[src/rtl/rgb_frame_loader.sv]
// Byte-stream front end for the RGB memory unit: parses SYNC/MASK/data frames
// from a valid/ready source and commits staged R/G/B bytes with a one-cycle write pulse.
module rgb_frame_loader #(
    parameter logic [7:0] SYNC_BYTE      = 8'hA5,
    parameter int         TIMEOUT_CYCLES = 1000,
    parameter int         TO_W           = 16
) (
    input  logic       clk,
    input  logic       rst,
    input  logic       in_valid,
    input  logic [7:0] in_data,
    output logic       in_ready,
    output logic [7:0] r_data,
    output logic [7:0] g_data,
    output logic [7:0] b_data,
    output logic       we_r,
    output logic       we_g,
    output logic       we_b,
    output logic       busy,
    output logic       frame_done,
    output logic       frame_err
);

    typedef enum logic [1:0] {
        ST_IDLE   = 2'd0,
        ST_MASK   = 2'd1,
        ST_DATA   = 2'd2,
        ST_COMMIT = 2'd3
    } state_t;

    localparam logic [TO_W-1:0] TO_LAST =
        (TIMEOUT_CYCLES > 0) ? TO_W'(TIMEOUT_CYCLES - 1) : {TO_W{1'b0}};
    localparam logic TO_EN = (TIMEOUT_CYCLES > 0);

    state_t          state_q, state_d;
    logic [2:0]      mask_q, mask_d;
    logic [1:0]      ptr_q, ptr_d;
    logic [TO_W-1:0] to_q, to_d;
    logic [7:0]      r_q, r_d, g_q, g_d, b_q, b_d;
    logic            ready_q, ready_d;
    logic            busy_q, busy_d;
    logic            done_q, done_d;
    logic            err_q, err_d;
    logic [2:0]      we_q, we_d;
    logic            accept_s;
    logic            timeout_s;
    logic            mask_bad_s;
    logic [2:0]      first_s;
    logic [2:0]      next_s;

    // Returns {found, index} of the lowest set mask bit at or above 'from'.
    function automatic logic [2:0] next_set(input logic [2:0] m, input logic [1:0] from);
        logic [2:0] res;
        res = 3'b000;
        for (int i = 2; i >= 0; i--) begin
            if (m[i] && (i >= int'(from))) begin
                res = {1'b1, 2'(i)};
            end
        end
        return res;
    endfunction

    assign accept_s   = in_valid & ready_q;
    assign timeout_s  = TO_EN && (to_q == TO_LAST);
    assign mask_bad_s = (in_data[7:3] != 5'd0) || (in_data[2:0] == 3'd0);
    assign first_s    = next_set(in_data[2:0], 2'd0);
    assign next_s     = next_set(mask_q, ptr_q + 2'd1);

    // State register.
    always_ff @(posedge clk or posedge rst) begin
        if (rst) begin
            state_q <= ST_IDLE;
        end else begin
            state_q <= state_d;
        end
    end

    // Next-state decode; an accept always wins over an expiring timeout.
    always_comb begin
        state_d = state_q;
        err_d   = 1'b0;
        case (state_q)
            ST_IDLE: begin
                if (accept_s && (in_data == SYNC_BYTE)) begin
                    state_d = ST_MASK;
                end else begin
                    state_d = ST_IDLE;
                end
            end
            ST_MASK: begin
                if (accept_s) begin
                    if (mask_bad_s) begin
                        state_d = ST_IDLE;
                        err_d   = 1'b1;
                    end else begin
                        state_d = ST_DATA;
                    end
                end else if (timeout_s) begin
                    state_d = ST_IDLE;
                    err_d   = 1'b1;
                end else begin
                    state_d = ST_MASK;
                end
            end
            ST_DATA: begin
                if (accept_s) begin
                    if (next_s[2]) begin
                        state_d = ST_DATA;
                    end else begin
                        state_d = ST_COMMIT;
                    end
                end else if (timeout_s) begin
                    state_d = ST_IDLE;
                    err_d   = 1'b1;
                end else begin
                    state_d = ST_DATA;
                end
            end
            ST_COMMIT: begin
                state_d = ST_IDLE;
            end
            default: begin
                state_d = ST_IDLE;
            end
        endcase
    end

    // Datapath and output next values; outputs are decoded from the next state so they register cleanly.
    always_comb begin
        mask_d = mask_q;
        ptr_d  = ptr_q;
        to_d   = {TO_W{1'b0}};
        r_d    = r_q;
        g_d    = g_q;
        b_d    = b_q;
        if ((state_q == ST_MASK) || (state_q == ST_DATA)) begin
            if (accept_s || timeout_s) begin
                to_d = {TO_W{1'b0}};
            end else begin
                to_d = to_q + TO_W'(1);
            end
        end else begin
            to_d = {TO_W{1'b0}};
        end
        if ((state_q == ST_MASK) && accept_s && !mask_bad_s) begin
            mask_d = in_data[2:0];
            ptr_d  = first_s[1:0];
        end else if ((state_q == ST_DATA) && accept_s) begin
            case (ptr_q)
                2'd0:    r_d = in_data;
                2'd1:    g_d = in_data;
                2'd2:    b_d = in_data;
                default: r_d = r_q;
            endcase
            ptr_d = next_s[1:0];
        end else begin
            mask_d = mask_q;
        end
        ready_d = (state_d != ST_COMMIT);
        busy_d  = (state_d != ST_IDLE);
        done_d  = (state_d == ST_COMMIT);
        we_d    = (state_d == ST_COMMIT) ? mask_d : 3'b000;
    end

    // Datapath and registered outputs.
    always_ff @(posedge clk or posedge rst) begin
        if (rst) begin
            mask_q  <= 3'b000;
            ptr_q   <= 2'd0;
            to_q    <= {TO_W{1'b0}};
            r_q     <= 8'h00;
            g_q     <= 8'h00;
            b_q     <= 8'h00;
            ready_q <= 1'b0;
            busy_q  <= 1'b0;
            done_q  <= 1'b0;
            err_q   <= 1'b0;
            we_q    <= 3'b000;
        end else begin
            mask_q  <= mask_d;
            ptr_q   <= ptr_d;
            to_q    <= to_d;
            r_q     <= r_d;
            g_q     <= g_d;
            b_q     <= b_d;
            ready_q <= ready_d;
            busy_q  <= busy_d;
            done_q  <= done_d;
            err_q   <= err_d;
            we_q    <= we_d;
        end
    end

    assign in_ready   = ready_q;
    assign r_data     = r_q;
    assign g_data     = g_q;
    assign b_data     = b_q;
    assign we_r       = we_q[0];
    assign we_g       = we_q[1];
    assign we_b       = we_q[2];
    assign busy       = busy_q;
    assign frame_done = done_q;
    assign frame_err  = err_q;

endmodule

[config.mk]
export PLATFORM = sky130hd
export DESIGN_NAME = rgb_frame_loader
export DESIGN_NICKNAME = d
export VERILOG_FILES = /design/src/rtl/rgb_frame_loader.sv
export SDC_FILE = /design/constraint.sdc
export NUM_CORES = 1
export LEC_CHECK = 0
export CORE_MARGIN = 2
export CORE_UTILIZATION = 30
export DETAILED_ROUTE_END_ITERATION = 8
export HOLD_SLACK_MARGIN = 0.02
export PLACE_DENSITY = 0.53
export SLEW_MARGIN = 20
export SYNTH_ARGS = -nofsm -noshare
export SYNTH_HDL_FRONTEND = slang
export SYNTH_SLANG_ARGS = --single-unit
[constraint.sdc]
create_clock -name clk -period 3.95 [get_ports clk]
set_clock_uncertainty 0.05 [all_clocks]
set_input_delay 0.79 -clock clk [delete_from_list [all_inputs] [get_ports clk]]
set_output_delay 0.79 -clock clk [all_outputs]
set_load 0.05 [all_outputs]
# ---- After elaboration in Yosys (flattened, before gate mapping)
# Cells that the tools add are included.
dict set report classes {
  n_addsub 2
  magnitude_cmp 3
  eq_ne 9
  mux 25
  bitwise 2
  n_reduce_logical 20
}
# operator n
set op_table {}
lappend op_table {{2-to-1 mux 16 bit} 2}
lappend op_table {{2-to-1 mux 2 bit} 9}
lappend op_table {{adder 16 x 1 -> 16 bit, second input constant} 1}
lappend op_table {{equality test 16 x 10 -> 1 bit, second input constant} 1}
lappend op_table {{2-to-1 mux 3 bit} 5}
lappend op_table {{AND reduction 3 bit} 3}
lappend op_table {{equality test 2 bit, second input constant} 4}
lappend op_table {{equality test 8 bit, second input constant} 1}
lappend op_table {{one-hot mux 2 bit (4 select lines)} 1}
lappend op_table {{logical AND 1 bit} 7}
lappend op_table {{2-to-1 mux 1 bit} 7}
lappend op_table {{nonzero test 5 bit} 1}
lappend op_table {{equality test 2 x 1 -> 1 bit, second input constant} 2}
lappend op_table {{>= comparator 1 x 2 -> 1 bit, first input constant} 2}
lappend op_table {{zero test 2 bit} 2}
lappend op_table {{nonzero test 2 bit} 2}
lappend op_table {{zero test 3 bit} 1}
lappend op_table {{logical OR 1 bit} 3}
lappend op_table {{adder 2 x 1 -> 2 bit, second input constant} 1}
lappend op_table {{>= comparator 2 bit, first input constant} 1}
lappend op_table {{inequality test 2 bit, second input constant} 1}
lappend op_table {{one-hot mux 1 bit (2 select lines)} 1}
lappend op_table {{bitwise AND 1 bit} 1}
lappend op_table {{zero test 1 bit} 1}
lappend op_table {{inverter 1 bit} 1}
dict set report totals {
  ff_bits 54
  input_bits 11
  out_inout_bits 31
  word_cells 73
}

# ---- Depth between registers and ports, before layout
# Gate-level depths: netlist of the first run.
dict set report logic_depth {
  word_depth 11
  depth_mapped 7
  depth_no_buf 7
}

# ---- Worst setup path after synthesis of the first run
# Ideal clock, no wire load.
dict set report synth_timing {
  path_type {in2reg}
  start {input in_data[4]}
  end {register b_q[0] (netlist: b_data[0])}
  setup_time_ps 125
  t_arrival_ps 2025
  t_required_ps 3775
  setup_slack_ps 1750
  path_stages 6
  path_cell_list {nand4bb_1 nor4b_2 nand2_1 and3_1 buf_2 mux2_2}
}
dict set report synth_via {
  elab_chain_cells 6
}
# element line_no
set synth_rtl {}
lappend synth_rtl {{from (decl)} 11} ;# input logic [7:0] in_data,
lappend synth_rtl {{nonzero test 5 bit} 65} ;# assign mask_bad_s = (in_data[7:3] != 5'd0) || (in_data[2:0] == 3'd0);
lappend synth_rtl {{logical OR 1 bit} 65}
lappend synth_rtl {{zero test 1 bit} 145} ;# if ((state_q == ST_MASK) && accept_s && !mask_bad_s) begin
lappend synth_rtl {{logical AND 1 bit} 145}
lappend synth_rtl {{inverter 1 bit (no source line)} -}
lappend synth_rtl {{AND reduction 3 bit (no source line)} -}
lappend synth_rtl {{to (signal assigned)} 173} ;# b_q <= 8'h00;
lappend synth_rtl {{to (signal assigned)} 185} ;# b_q <= b_d;
lappend synth_rtl {{to (decl)} 39} ;# logic [7:0] r_q, r_d, g_q, g_d, b_q, b_d;
# No other way between the ends.
# A chain may end at the register's enable or synchronous reset.

# ---- Worst setup path after layout of the first run
dict set report layout_timing {
  start {input in_data[0]}
  end {register r_q[6] (netlist: r_data[6])}
}
dict set report layout_via {
  elab_chain_cells 6
}
# element line_no
set layout_rtl {}
lappend layout_rtl {{zero test 3 bit} 65}
lappend layout_rtl {{logical OR 1 bit} 65}
lappend layout_rtl {{zero test 1 bit} 145}
lappend layout_rtl {{logical AND 1 bit} 145}
lappend layout_rtl {{inverter 1 bit (no source line)} -}
lappend layout_rtl {{AND reduction 3 bit (no source line)} -}
lappend layout_rtl {{to (signal assigned)} 183} ;# r_q <= r_d;
lappend layout_rtl {{to (decl)} 39}
# No other way between the ends.

==> flow_summary.toml, run 1 <==
[worst_setup_path]
crit_family = "simple AND/OR/NAND/NOR gates"
cp.arrival_ps = 3050
crit_required_ps = 4100
r2r_cells = 7
reg2reg_to = "we_q[1]$_DFF_PP0_"
ff2ff_setup_slack_ps = 1680
slowest_stage = "clkdlybuf4s50_1"
path_cells = "clkdlybuf4s50_1 -> nor3_1 -> nor4b_2 -> nand2_1 -> and3_1 -> mux2_2"
crit_buf_inv = 1
cp_max_fo = 13
endpoint_kind = "flip-flop"
critPathMaxStageDelay_ps = 590
cp-start-kind = "input port"
path_class = "in -> reg"
worstReg2RegStart = "state_q[0]$_DFF_PP0_"

[sta]
maxSlewViolCount = 0
hold_viol_final = 0
max_freq_mhz = 345
relSlewSlack_pct = 57.7
finalSetupTns_ps = 0
finalSetupViolCount = 0
fin_crit_ps = 2900
grt_setup_unrepaired = "no"
setup_ws_ps = 1050
whs_ps = 462
period_share_pct = 73.4
worstMarginPinSlew_ps = 632

[yosys]
netlist_instances = 204
syn_nets = 223
ys_ff_latch = 54
yosysMostFrequentCell = "dfrtp_1"
syn_area_sq_um = 2410
synth.avg_cell_area_sq_um = 11.8
synthArstFlopShare_pct = 100
synth_top_family_by_area = "simple AND/OR/NAND/NOR gates"
synth_enable_flop_cells = 0
yosys.area.top_type = "dfrtp_1"
synthXorXnorAreaFrac_pct = 4.35
synth_seq_area_share_pct = 56.0
synth-simple-area-share_pct = 16.0
synth.area.mux_share_pct = 12.6
synth_ff_type = "dfrtp_1"
synthDistinctLibCells = 32
synth_common_cells = "54 x dfrtp_1, 27 x mux2_2, 17 x nor2_1, 13 x nand2_1"
synth-compound-area-share_pct = 4.25
synth.top_cells.by_area = "dfrtp_1 56%, mux2_2 13%, ha_1 4.1%"
synth-adder-area-share_pct = 4.15
synth_top_area_share_pct = 56.0
yosys_warnings = 0

[power]
seq_power_share_pct = 48.9
leakage_uw = 0.00134
power_uw = 1200
power_frac_clock_pct = 36.6
internal_power_uw = 890
p_per_area_nw_per_um2 = 391
comb_power_share_pct = 14.6
swShare_pct = 25.7
net-switching-power_uw = 308
irDropWorstVdd_v = 0.000159

[die]
die_w_um = 93.7
die_area_sq_um = 8780
coreArea_sq_um = 7770
start_util_pct = 31.1
die_y_um = 93.7
ios = 42
num_rows = 32

[finish]
area_growth_syn_to_layout_pct = 27.1
antenna_cells = 0
nNetsFinal = 267
drive_gt1_share_pct = 15.3
final_core_util_pct = 39.5

[route]
ant_nets = 0
vias_per_cell = 4.67
routedWlPerCell_um = 14.2
vias = 1639
dr.pass1.iters = 4
drt-initial-drc-count = 129
route.detailed.drc = 0
routed_wl_um = 5000

[clocking]
numCtsBuffers = 5
cts_sinks = 54
clockRootBuffer = "clkbuf_8"
clock_latency_ps = 310
clockBufferDepth = 2
h-tree-depth = 2
cts_setup_buffers = 0
hold_buffers = 0
clkTransAtPathRegs_ps = 100
tritoncts = "built"
cts_resized = 0

[min_path]
hold_end = "to_q[0]$_DFF_PP0_"
min_from = "to_q[0]$_DFF_PP0_"
min_path_type = "reg -> reg"
holdPathStages = 1

[grt]
grt_pass1_vias = 1594
grt_max_degree = 29
grt_antenna_before_repair = 0
grt_usage_pct = 12.1
grt.overflow.total = 0
grt_first_pass_wirelength_um = 8340

[flow_run]
cap_viol_max_count = 0

[status]
status = "completed"

[placement]
hpwlAfterDp_um = 3580
pre_cts_ws_ps = 702
place.gp.congestion = 0.703
io_buffers = 41
final cells by class:
| class | count | area [sq um] |
|---|---|---|
| flip-flops and latches | 54 | 1350 |
| fillers | 797 | 4700 |
| multi-input cells | 136 | 998 |
| inverters | 9 | 33.8 |
| clock buffers | 5 | 68.8 |
| repair buffers | 42 | 418 |
| clock inverters | 3 | 68.8 |
| well taps | 102 | 128 |
power by group through the flow:
stage	Clock [uW]	Combinational (uW)	Sequential, uW
6_report	438	175	586
5_1_grt	473	184	590
4_1_cts	452	177	586
3_5_place_dp	0	177	597
3_3_place_gp	0	177	597
2_1_floorplan	0	33.1	670
kinds of logic after synthesis:
| kind of cell | count (synthesis) |
|---|---|
| and+or+nand+nor | 72 |
| DFF | 54 |
| muxes | 27 |
| AOI/OAI and AO/OA | 17 |
| buffers and inverters | 14 |
| xor gates and xnor gates | 12 |
| adders and majority gates | 8 |
sequential cells by signal, summed over array words and instances (netlist names):
name        count
in_ready        1
r_data          8
mask_q          3
frame_err       1
frame_done      1
ptr_q           2
state_q         2
busy            1
to_q           16
we_q            3
b_data          8
g_data          8
metal layers:
layer	track usage [%]	wire, um	vias to the layer above
li1	-	-	795
met1	17.6	2430	811
met2	17.7	2320	26
met3	2.73	167	7
met4	3.99	73	0
met5	0	0	-
layout by cell type, fill, tap and decap left out, drive strengths merged, types with 4 or more instances in the layout:
cell type | synthesis | layout
a21oi | 4 | 4
and3 | 8 | 8
clkbuf | 1 | 5
clkdlybuf4s50 | 0 | 41
dfrtp | 54 | 54
ha | 8 | 8
inv | 9 | 9
mux2 | 27 | 27
nand2 | 13 | 13
nand3 | 10 | 10
nand4 | 4 | 4
nor2 | 17 | 17
nor2b | 5 | 5
o21ai | 7 | 7
xor2 | 10 | 10
metrics by stage:
step                      instances  cell area (sq um)
after global routing            351               3070
after global placement          343               2930
final                           351               3070
after floorplan                 204               2410
after CTS                       351               3070
after detailed placement        343               2930
worst max-delay path by stage:
stage	startpoint	endpoint	depth (start not counted)	slack, ps
5_1_grt	in_data[0]	r_data[2]$_DFFE_PP0P_	6	930
6_report	in_data[0]	r_data[6]$_DFFE_PP0P_	6	1050
4_1_cts	in_data[0]	r_data[4]$_DFFE_PP0P_	6	1020
3_3_place_gp	in_data[0]	r_data[4]$_DFFE_PP0P_	6	670
3_5_place_dp	in_data[0]	r_data[4]$_DFFE_PP0P_	6	700
2_1_floorplan	in_data[4]	b_data[0]$_DFFE_PP0P_	6	1750
No activity file was read; power rests on OpenSTA's default activity.
==> run 2: changes to the inputs <==
--- a/config.mk
+++ b/config.mk
@@ -9,7 +9,7 @@
 export CORE_UTILIZATION = 30
 export DETAILED_ROUTE_END_ITERATION = 8
 export HOLD_SLACK_MARGIN = 0.02
-export PLACE_DENSITY = 0.53
+export PLACE_DENSITY = 0.55
 export SLEW_MARGIN = 20
 export SYNTH_ARGS = -nofsm -noshare
 export SYNTH_HDL_FRONTEND = slang
==> constraint.sdc (replaced) <==
create_clock -name clk -period 2.35 [get_ports clk]
set_clock_uncertainty 0.05 [all_clocks]
set_input_delay 0.47 -clock clk [delete_from_list [all_inputs] [get_ports clk]]
set_output_delay 0.47 -clock clk [all_outputs]
set_load 0.05 [all_outputs]
==> run 2 against run 1 <==
Worst setup slack worse by 900 ps. Flip-flop and latch count stayed put. Combinational power is 78% higher. Highest routed layer unchanged.
==> flow_summary.toml, run 2 (synthesized netlist as in run 1, its figures left out) <==
[status]
status = "completed"

[sta]
relSlewSlack_pct = 66.4
finalSetupViolCount = 0
finalSetupTns_ps = 0
grt_setup_unrepaired = "no"
setup_ws_ps = 152
worstMarginPinSlew_ps = 497
fin_crit_ps = 2200
hold_viol_final = 0
maxSlewViolCount = 0
period_share_pct = 93.5
max_freq_mhz = 455

[clocking]
cts_setup_buffers = 0
tritoncts = "built"
cts_sinks = 54
clockBufferDepth = 2
cts_resized = 0
clock_latency_ps = 310
numCtsBuffers = 5
clkTransAtPathRegs_ps = 100
h-tree-depth = 2
hold_buffers = 0
clockRootBuffer = "clkbuf_8"

[placement]
pre_cts_ws_ps = -191
place_area_sq_um = 3080
hpwlAfterDp_um = 3790
place.gp.congestion = 0.756
io_buffers = 41

[grt]
grt_usage_pct = 12.3
grt_pass1_vias = 1724
grt_first_pass_wirelength_um = 8480
grt.overflow.total = 0
grt_max_degree = 28
grt_antenna_before_repair = 0

[finish]
n_fill_cell = 769
antenna_cells = 0
nNetsFinal = 286
fin_area_sq_um = 3220
mostFrequentLayoutCells = "54 x dfrtp_1, 41 x clkdlybuf4s50_1, 27 x mux2_2, 19 x buf_4, 17 x nor2_1"
regMostFlops = "to_q"
largest_register_ffs = 16
drive_gt1_share_pct = 21.3
area_growth_syn_to_layout_pct = 33.5
layout_commonest_cell = "dfrtp_1"

[power]
p_per_area_nw_per_um2 = 629
irDropWorstVdd_v = 0.000272
leakage_uw = 0.00144

[die]
die_y_um = 93.7
start_util_pct = 31.1
coreArea_sq_um = 7770
die_w_um = 93.7
ios = 42
num_rows = 32
die_area_sq_um = 8780

[flow_run]
cap_viol_max_count = 0

[worst_setup_path]
crit_required_ps = 2540
critPathMaxStageDelay_ps = 430
cp-startpoint = "in_data[4]"
cp.arrival_ps = 2380
path_cells = "clkdlybuf4s50_1 -> nand4bb_1 -> nor4b_2 -> nand2_1 -> buf_4 -> a311o_1 -> nor2b_1"
slowest_stage = "clkdlybuf4s50_1"
worstReg2RegStart = "state_q[0]$_DFF_PP0_"
endpoint_kind = "flip-flop"
path_class = "in -> reg"
cp_max_fo = 9
cp-start-kind = "input port"

[route]
ant_nets = 0
route.detailed.drc = 0
routed_wl_um = 4970
vias = 1678
drt-initial-drc-count = 59
dr.pass1.iters = 4
routedWlPerCell_um = 13.4
vias_per_cell = 4.54

[min_path]
min_path_type = "in -> async"
## run 2: power breakdown
group | internal, uW | switching [uW]
Sequential | 965 | 19.5
Clock | 427 | 302
Combinational | 120 | 191
Total | 1510 | 513
## run 2: area by class of cell
type / instances / area [sq um] / share of cell area (%)
Timing Repair Buffer: 61 / 573 / 17.8
Clock inverter: 3 / 68.8 / 2.14
Clock buffer: 5 / 68.8 / 2.14
Sequential cell: 54 / 1350 / 41.9
Multi-Input combinational cell: 136 / 998 / 31.0
Inverter: 9 / 33.8 / 1.05
Tap cell: 102 / 128 / 3.96
## run 2: final timing paths
kind	cells after the start	slack [ps]	endpoint
max	7	150	we_q[0]$_DFF_PP0_
min in group clk	1	460	g_data[3]$_DFFE_PP0P_
max reg2reg	7	230	we_q[0]$_DFF_PP0_
min	2	390	we_q[1]$_DFF_PP0_
max in group asynchronous	3	1360	r_data[5]$_DFFE_PP0P_
min reg2reg	1	460	g_data[3]$_DFFE_PP0P_
## run 2: per-layer routing
metal | global-route usage [%] | up-vias | routed length [um]
met4 | 3.99 | 0 | 70
met3 | 2.57 | 5 | 141
met5 | 0 | - | 0
li1 | - | 833 | -
met1 | 16.9 | 820 | 2380
met2 | 19.5 | 20 | 2390
## run 2: per-stage QoR
stage          cells  util [%]  hold WS [ps]  total power (uW)
6_report         370      41.5           393              2030
2_1_floorplan    204         -           419              1180
5_1_grt          370      41.5           424              2120
3_5_place_dp     362      39.7           448              1320
4_1_cts          370      41.5           398              2060
3_3_place_gp     362      39.7           441              1320
## run 2: critical path: cells and delay by family
kind | cells | cell delay, ps
buffers and inverters | 2 | 630
AND/OR/NAND/NOR | 4 | 890
AO/OA/AOI/OAI | 1 | 390
